## src/rtl/mem_port_arbiter_pkg.sv

```systemverilog
// Shared state encoding and defaults for the IF/MEM single-port memory arbiter.
package mem_port_arbiter_pkg;

    typedef enum logic [2:0] {
        ST_IDLE    = 3'd0,
        ST_D_BUSY  = 3'd1,
        ST_I_BUSY  = 3'd2,
        ST_I_DRAIN = 3'd3,
        ST_DONE    = 3'd4
    } arb_state_t;

    localparam int TIMEOUT_DEF = 255;
    localparam int CNTW_DEF    = 8;

    // States in which a memory request is outstanding and the wait counter runs
    function automatic logic is_busy(input arb_state_t s);
        return (s == ST_D_BUSY) || (s == ST_I_BUSY) || (s == ST_I_DRAIN);
    endfunction

endpackage

```

## src/rtl/arb_wait_cnt.sv

```systemverilog
// Saturating wait counter with clear/enable; o_tc flags the cycle that reaches TIMEOUT.
module arb_wait_cnt #(
    parameter int CNTW    = 8,
    parameter int TIMEOUT = 255
) (
    input  logic i_clk,
    input  logic i_rst,
    input  logic i_clr,
    input  logic i_en,
    output logic o_tc
);

    localparam logic [CNTW-1:0] SAT_VAL = '1;
    localparam logic [CNTW-1:0] TC_VAL  = CNTW'(TIMEOUT - 1);

    logic [CNTW-1:0] r_cnt;

    always_ff @(posedge i_clk or posedge i_rst) begin
        if (i_rst) begin
            r_cnt <= '0;
        end else if (i_clr) begin
            r_cnt <= '0;
        end else if (i_en && (r_cnt != SAT_VAL)) begin
            r_cnt <= r_cnt + 1'b1;
        end
    end

    // Asserted on the wait cycle whose increment would make the count equal TIMEOUT
    assign o_tc = i_en && (r_cnt == TC_VAL);

endmodule

```

## src/rtl/mem_port_arbiter.sv

```systemverilog
// Arbitrates one single-port memory between instruction fetch and load/store, with
// flush cancellation of fetches, pipeline stall generation and a sticky timeout flag.
module mem_port_arbiter
    import mem_port_arbiter_pkg::*;
#(
    parameter int DWIDTH  = 32,
    parameter int AWIDTH  = 32,
    parameter int TIMEOUT = TIMEOUT_DEF,
    parameter int CNTW    = CNTW_DEF
) (
    input  logic              clk,
    input  logic              rst,
    input  logic              if_req,
    input  logic [AWIDTH-1:0] if_addr,
    output logic [DWIDTH-1:0] if_rdata,
    output logic              if_ready,
    input  logic              d_req,
    input  logic              d_we,
    input  logic [AWIDTH-1:0] d_addr,
    input  logic [DWIDTH-1:0] d_wdata,
    output logic [DWIDTH-1:0] d_rdata,
    output logic              d_ready,
    input  logic              flush,
    output logic              mem_req,
    output logic              mem_we,
    output logic [AWIDTH-1:0] mem_addr,
    output logic [DWIDTH-1:0] mem_wdata,
    input  logic [DWIDTH-1:0] mem_rdata,
    input  logic              mem_ack,
    output logic              stall_o,
    output logic              err
);

    arb_state_t        r_state;
    logic              r_mem_req;
    logic              r_mem_we;
    logic [AWIDTH-1:0] r_mem_addr;
    logic [DWIDTH-1:0] r_mem_wdata;
    logic [DWIDTH-1:0] r_if_rdata;
    logic [DWIDTH-1:0] r_d_rdata;
    logic              r_if_ready;
    logic              r_d_ready;
    logic              r_err;

    logic w_busy;
    logic w_grant_d;
    logic w_grant_i;
    logic w_tc;

    // After a timeout no new grants are issued, so the requester stays stalled until reset
    assign w_busy    = is_busy(r_state);
    assign w_grant_d = (r_state == ST_IDLE) && !r_err && d_req && !r_d_ready;
    assign w_grant_i = (r_state == ST_IDLE) && !r_err && !w_grant_d &&
                       if_req && !flush && !r_if_ready;

    arb_wait_cnt #(
        .CNTW    (CNTW),
        .TIMEOUT (TIMEOUT)
    ) u_wait_cnt (
        .i_clk (clk),
        .i_rst (rst),
        .i_clr (w_grant_d || w_grant_i),
        .i_en  (w_busy && !mem_ack),
        .o_tc  (w_tc)
    );

    always_ff @(posedge clk or posedge rst) begin
        if (rst) begin
            r_state     <= ST_IDLE;
            r_mem_req   <= 1'b0;
            r_mem_we    <= 1'b0;
            r_mem_addr  <= '0;
            r_mem_wdata <= '0;
            r_if_rdata  <= '0;
            r_d_rdata   <= '0;
            r_if_ready  <= 1'b0;
            r_d_ready   <= 1'b0;
            r_err       <= 1'b0;
        end else begin
            r_if_ready <= 1'b0;
            r_d_ready  <= 1'b0;
            case (r_state)
                ST_IDLE: begin
                    if (w_grant_d) begin
                        r_state     <= ST_D_BUSY;
                        r_mem_req   <= 1'b1;
                        r_mem_we    <= d_we;
                        r_mem_addr  <= d_addr;
                        r_mem_wdata <= d_wdata;
                    end else if (w_grant_i) begin
                        r_state    <= ST_I_BUSY;
                        r_mem_req  <= 1'b1;
                        r_mem_we   <= 1'b0;
                        r_mem_addr <= if_addr;
                    end
                end
                ST_D_BUSY: begin
                    if (mem_ack) begin
                        r_mem_req <= 1'b0;
                        if (!r_mem_we) begin
                            r_d_rdata <= mem_rdata;
                        end
                        r_d_ready <= 1'b1;
                        r_state   <= ST_DONE;
                    end else if (w_tc) begin
                        r_mem_req <= 1'b0;
                        r_err     <= 1'b1;
                        r_state   <= ST_IDLE;
                    end
                end
                ST_I_BUSY: begin
                    // An ack coinciding with a flush completes the bus cycle but drops the data
                    if (mem_ack) begin
                        r_mem_req <= 1'b0;
                        if (flush) begin
                            r_state <= ST_IDLE;
                        end else begin
                            r_if_rdata <= mem_rdata;
                            r_if_ready <= 1'b1;
                            r_state    <= ST_DONE;
                        end
                    end else if (w_tc) begin
                        r_mem_req <= 1'b0;
                        r_err     <= 1'b1;
                        r_state   <= ST_IDLE;
                    end else if (flush) begin
                        r_state <= ST_I_DRAIN;
                    end
                end
                ST_I_DRAIN: begin
                    if (mem_ack) begin
                        r_mem_req <= 1'b0;
                        r_state   <= ST_IDLE;
                    end else if (w_tc) begin
                        r_mem_req <= 1'b0;
                        r_err     <= 1'b1;
                        r_state   <= ST_IDLE;
                    end
                end
                ST_DONE: begin
                    r_state <= ST_IDLE;
                end
                default: begin
                    r_state <= ST_IDLE;
                end
            endcase
        end
    end

    assign mem_req   = r_mem_req;
    assign mem_we    = r_mem_we;
    assign mem_addr  = r_mem_addr;
    assign mem_wdata = r_mem_wdata;
    assign if_rdata  = r_if_rdata;
    assign if_ready  = r_if_ready;
    assign d_rdata   = r_d_rdata;
    assign d_ready   = r_d_ready;
    assign err       = r_err;

    // Drops on the ready-pulse cycle so the pipeline advances exactly then
    assign stall_o = !rst && ((d_req && !r_d_ready) || (if_req && !r_if_ready && !flush));

endmodule

```

## config.mk

```make
export PLATFORM = sky130hd
export DESIGN_NAME = mem_port_arbiter
export DESIGN_NICKNAME = d
export VERILOG_FILES = /design/src/rtl/mem_port_arbiter_pkg.sv /design/src/rtl/arb_wait_cnt.sv /design/src/rtl/mem_port_arbiter.sv
export SDC_FILE = /design/constraint.sdc
export NUM_CORES = 1
export LEC_CHECK = 0
export ABC_CLOCK_PERIOD_IN_PS = 4200
export CAP_MARGIN = 30
export CORE_MARGIN = 4
export CORE_UTILIZATION = 24
export CTS_BUF_LIST = sky130_fd_sc_hd__clkbuf_2 sky130_fd_sc_hd__clkbuf_4 sky130_fd_sc_hd__clkbuf_8
export DETAILED_ROUTE_END_ITERATION = 8
export MAX_ROUTING_LAYER = met4
export SLEW_MARGIN = 20
export SYNTH_ARGS = -nofsm -noshare
export SYNTH_HDL_FRONTEND = slang
export SYNTH_SLANG_ARGS = --single-unit
```

## constraint.sdc

```tcl
create_clock -name clk -period 4.2 [get_ports clk]
set_input_delay 0.63 -clock clk [delete_from_list [all_inputs] [get_ports clk]]
set_output_delay 0.63 -clock clk [all_outputs]
set_load 0.05 [all_outputs]
```

== Word-level counts from Yosys, hierarchy flattened ==
Index checks and enable logic that the tools add are counted.
Word-level totals
  output and inout port bits: 134
  logic and storage cells: 86
  RAM bits: 0
  register bits after elaboration: 144
  input port bits: 135
  memories kept: 0
  memory bits (read-only): 0
  latch bits: 0
Cells by class
  shifts and indexed selects: 0
  divide/modulo/power cells: 0
  $add $sub $neg: 1
  multiply operators: 0
  reductions and logical operators: 37
  bitwise logic cells: 3
  mux-type cells: 26
  $lt $le $gt $ge: 0
  equal/unequal tests: 8
Operators with widths (count)
  $mux 32: 2
  $mux 3: 9
  $mux 8: 2
  $logic_and 1x1->1: 14
  $pmux 3 s4: 1
  $reduce_and 3->1: 4
  $mux 1: 11
  $add 8x1->8 const B: 1
  $eq 8x8->1 const B: 1
  $ne 8x8->1 const B: 1
  $logic_not 1->1: 7
  $eq 3x2->1 const B: 2
  $reduce_and 2->1: 3
  $reduce_bool 2->1: 3
  $logic_or 1x1->1: 4
  $ne 4x3->1 const B: 1
  $eq 3x1->1 const B: 1
  $logic_not 3->1: 1
  $ne 3x1->1 const B: 1
  $ne 3x3->1 const B: 1
  $not 1->1: 3
  $reduce_or 3->1: 1
  $pmux 1 s2: 1

== Longest topological paths before layout ==
  depth in word-level cells: 12
  depth in mapped cells: 7
  gate-level depth less buffers: 5

== By module ==
From an unflattened synthesis, not the netlist that was laid out.
Second synthesis, totals
  cells, all modules: 393
  area total of the unflattened synthesis: 5925.7 um^2
By module, submodules not included
  mem_port_arbiter: seq. area each 3403.3 um^2, instances 1, cells each 343, area each 5482.8 um^2
  arb_wait_cnt: seq. area each 200.2 um^2, instances 1, cells each 50, area each 442.9 um^2

== Worst setup path after synthesis ==
No wires, ideal clock.
  path type: input-to-output
  start: in flush
  end: out stall_o
  stages: 3
  required time: 3.570 ns
  arrival time: 1.587 ns
  buffers on the path: 0
  setup slack: 1.983 ns
  cells stage by stage: nor3b_1 > nor2_1 > nor2_1
Between the ends
  longest elaborated chain between the ends: 4
RTL lines
  from (decl): RTL line mem_port_arbiter.sv:23  | input logic flush,
  $logic_not 1->1: RTL line mem_port_arbiter.sv:161  | assign stall_o = !rst && ((d_req && !r_d_ready) || (if_req && !r_if_ready && !flush));
  $logic_and 1x1->1: RTL line mem_port_arbiter.sv:161
  $logic_or 1x1->1: RTL line mem_port_arbiter.sv:161
  $logic_and 1x1->1: RTL line mem_port_arbiter.sv:161
  to (decl): RTL line mem_port_arbiter.sv:30  | output logic stall_o,
Every way passes these cells.

== Worst setup path in the final report ==
  start: in d_req
  end: out stall_o
Between the ends
  longest elaborated chain between the ends: 3
RTL lines
  from (decl): RTL line mem_port_arbiter.sv:17  | input logic d_req,
  $logic_and 1x1->1: RTL line mem_port_arbiter.sv:161
  $logic_or 1x1->1: RTL line mem_port_arbiter.sv:161
  $logic_and 1x1->1: RTL line mem_port_arbiter.sv:161
Every way passes these cells.

==> summary.md <==
| Metric | Value |
|---|---|
| Final #Nets | 909 |
| Fillers | 2,312 |
| Drc violations | 0 |
| Critical Path Source | d_req |
| Wire length on met1 | 7.46 mm |
| Max_cap viols | 0 |
| Final period util | between 70% and 80% |
| Iteration-0 DRC Markers | about 180 |
| Clock root buffer | clkbuf_8 |
| Reg2reg start | r_state[1]$_DFFE_PP0P_ |
| Top-count cell post-synth | dfrtp_1 |
| Hold Path Class | input port to asynchronous set/reset pin |
| Hold Vio Cnt, Final | 0 |
| WL met2 | 7.96 mm |
| RSZ-0062 raised after global routing | no |
| Maximum clock rate | between 0.3 and 0.4 GHz |
| VDD IR-drop max | 0.240 mV |
| Clock sink total | 144 |
| Post-CTS Setup Inserts | 0 |
| Flop-to-flop setup slack | between 1.5 and 2 ns |
| Area contributors post-synth | dfrtp_1 62%, mux2_2 11%, nand2_1 8.5%, o22ai_1 3.5%, o21ai_0 1.6% |
| Antenna cells | 0 |
| Routed WL | 17.3 mm |
| First-pass DRT Iterations | 4 |
| DP Worst Slack | 1.02 ns |
| GPL Wtd Cong | approximately 0.73 |
| Die width | approximately 160 um |
| Total CTS buffers | 17 |
| Fin crit period | 3.17 ns |
| H-tree depth | 4 |
| Non-filler instance count after layout | roughly 1,100 |
| Ys Warns | 0 |
| Crit path max fanout | 4 |
| Wire per inst | 15.7 um |
| Post-synth top flop | dfrtp_1 |
| Synth top area share | roughly 62% |
| CTS tree | done |
| Setup slack after layout | a little over 1 ns |
| Mapped Area | just under 6000 sq um |
| Initial Util | roughly a quarter |
| Final Max Tran Viols | 0 |
| Slew headroom | 39.1% |
| Total gr overflow | 0 |
| Syn_nets | about 640 |
| IO Pins | between 200 and 300 |
| Asr flop ratio synth | between 90% and 100% |
| Antenna-violating nets left | 0 |
| Total power | 0.00463 W |
| Worst R2R Path Depth | 5 |
| Final hold slack | roughly 0.48 ns |
| Initial antenna violation count | 0 |
| Die area | 26,700 sq um |
| Slew @ Worst Pin | between 0.9 and 1 ns |
| EDFF count, synth | 0 |
| Sequential fraction of the synthesis area | 62.2% |
| Post-DP HPWL | 12.5 mm |
| GRT Overall Usage | between 10% and 20% |
| Clock-pin slew on the worst setup and hold paths | 0.08 ns |
| Post-CTS Resized | 0 |
| Worst setup SP type | input port |
| Drt via density | around 4.2 |
| Most frequent cells after synthesis | 144 x dfrtp_1, 132 x nand2_1, 59 x mux2_2, 32 x o22ai_1, 19 x o21ai_0 |
| PD cells | 499 nW/um^2 |
| Synth Instances | 504 |
| Via count | 4,672 |
| Req. time, crit path | ~3.6 ns |
| Global-route wire length before repair | 26.5 mm |
| Metal3 WL | 1.68 mm |
| Synthesized flop and latch total | 144 |
| Leakage power | 4.08 nW |
| Final Setup Violations | 0 |
| Clock skew | 0.0158 ns |
| Area of the core | between 20,000 and 25,000 sq um |
| Max Used Layer | met4 |
| # port buffers | 268 |
| Crit Reg-Reg Endpoint | mem_wdata[2]$_DFFE_PP0P_ |
| Status | completed |
| Share of layout cells above drive strength 1 | 14.0% |
| Inst Count DP | 1,071 |
| Vias in the first global route | 4,871 |
| Die Y | 163 um |
| Clk Latency, worst-skew pair | around 0.44 ns |
| Netlist cell types | between 40 and 50 |
| # rows | 56 |
| Setup TNS | 0 ns |
| Crit path to | stall_o |
| # hold bufs at CTS | 0 |
| Area growth syn-to-layout | 60.1% |
| Post-synthesis average cell area | 11.5 sq um |
| Crit path DAT | 2.54 ns |
| CTS Buffer Depth | 2 |
| Critical path capture point type | primary output |
| Synth area leader | dfrtp_1 |
| Critical path class | input port to primary output |
| Largest net degree at the start of global routing | 57 |
-- area by class of cell --
type / count / area (sq um) / share of cell area, %
Clock buffer: 20 / 269 / 2.90
Timing Repair Buffer: 278 / 2800 / 30.1
Clock inverter: 12 / 149 / 1.60
Sequential cell: 144 / 3600 / 38.8
Tap cell: 319 / 399 / 4.30
Inverter: 8 / 33.8 / 0.364
Multi-Input combinational cell: 323 / 2030 / 21.9
-- layer usage --
layer  up-vias  global-route usage [%]
li1       2271                       -
met1      2202                    15.9
met2       187                    20.3
met3        12                    5.20
met4         0                    3.66
met5         -                       -
-- sequential cells by signal, indices dropped and copies added, names as in the netlist, 3 cells and up --
signal	count
d_rdata	32
if_rdata	32
mem_addr	32
mem_wdata	32
r_state	3
u_wait_cnt.r_cnt	8
-- report_power, final --
group | internal, W | leakage (nW) | switching (W)
combinational | 0.000655 | 1.97 | 0.00105
clock | 0.000582 | 0.204 | 0.000584
sequential | 0.00162 | 1.91 | 0.000139
total | 0.00286 | 4.08 | 0.00177
-- cells by family after synthesis --
kind of cell | synth area share [%]
AND/OR/NAND/NOR | 12.2
flip-flops | 62.2
AO/OA/AOI/OAI | 8.87
multiplexers | 12.8
buffers and inverters | 3.24
XOR/XNOR | 0.302
adder cells (fa/ha/maj) | 0.432
-- metrics by stage --
step	cell area, sq um	utilization (%)
floorplan	5800	-
global placement	8840	37.4
detailed placement	8840	37.4
CTS	9260	39.2
global route	9280	39.3
finish	9280	39.3
-- placed cells by master, fill, tap and decap left out, types with 2 or more instances in the layout --
cell,synthesis,layout
a211oi_1,3,3
buf_12,0,3
clkdlybuf4s50_1,0,268
inv_6,0,3
a21oi_1,5,5
mux2_1,5,5
nand3_1,4,3
nor2_4,1,2
xnor2_1,2,2
bufinv_16,0,2
o21ai_0,19,18
buf_4,4,7
mux2_2,59,59
o22ai_1,32,32
dfrtp_1,144,144
clkinvlp_4,0,4
nand2_1,132,132
clkbuf_8,0,19
nor2b_1,4,4
nor4_1,2,2
o211a_1,2,2
clkinv_4,0,2
nand4_1,4,4
o21ai_1,17,17
inv_8,0,2
nor2_1,10,9
inv_1,8,7
ha_1,2,2
mux2i_1,2,2
-- worst max-delay path: stages --
cell and delay [ns]:
clkdlybuf4s50_1 0.47, nor2b_1 0.38, nor2_1 0.15, nor2_1 0.11, clkdlybuf4s50_1 0.80
-- worst min-delay path by stage --
stage / end / startpoint / cells after the start / slack, ns
final: mem_addr[12]$_DFFE_PP0P_ / rst / 2 / 0.48
after global routing: mem_addr[12]$_DFFE_PP0P_ / rst / 2 / 0.46
after CTS: mem_wdata[4]$_DFFE_PP0P_ / mem_wdata[4]$_DFFE_PP0P_ / 2 / 0.48
after detailed placement: mem_wdata[4]$_DFFE_PP0P_ / mem_wdata[4]$_DFFE_PP0P_ / 2 / 0.46
after global placement: mem_wdata[0]$_DFFE_PP0P_ / mem_wdata[0]$_DFFE_PP0P_ / 2 / 0.46
after floorplan: u_wait_cnt.r_cnt[2]$_DFFE_PP0P_ / u_wait_cnt.r_cnt[2]$_DFFE_PP0P_ / 1 / 0.52
No activity file was read; power rests on OpenSTA's default activity.
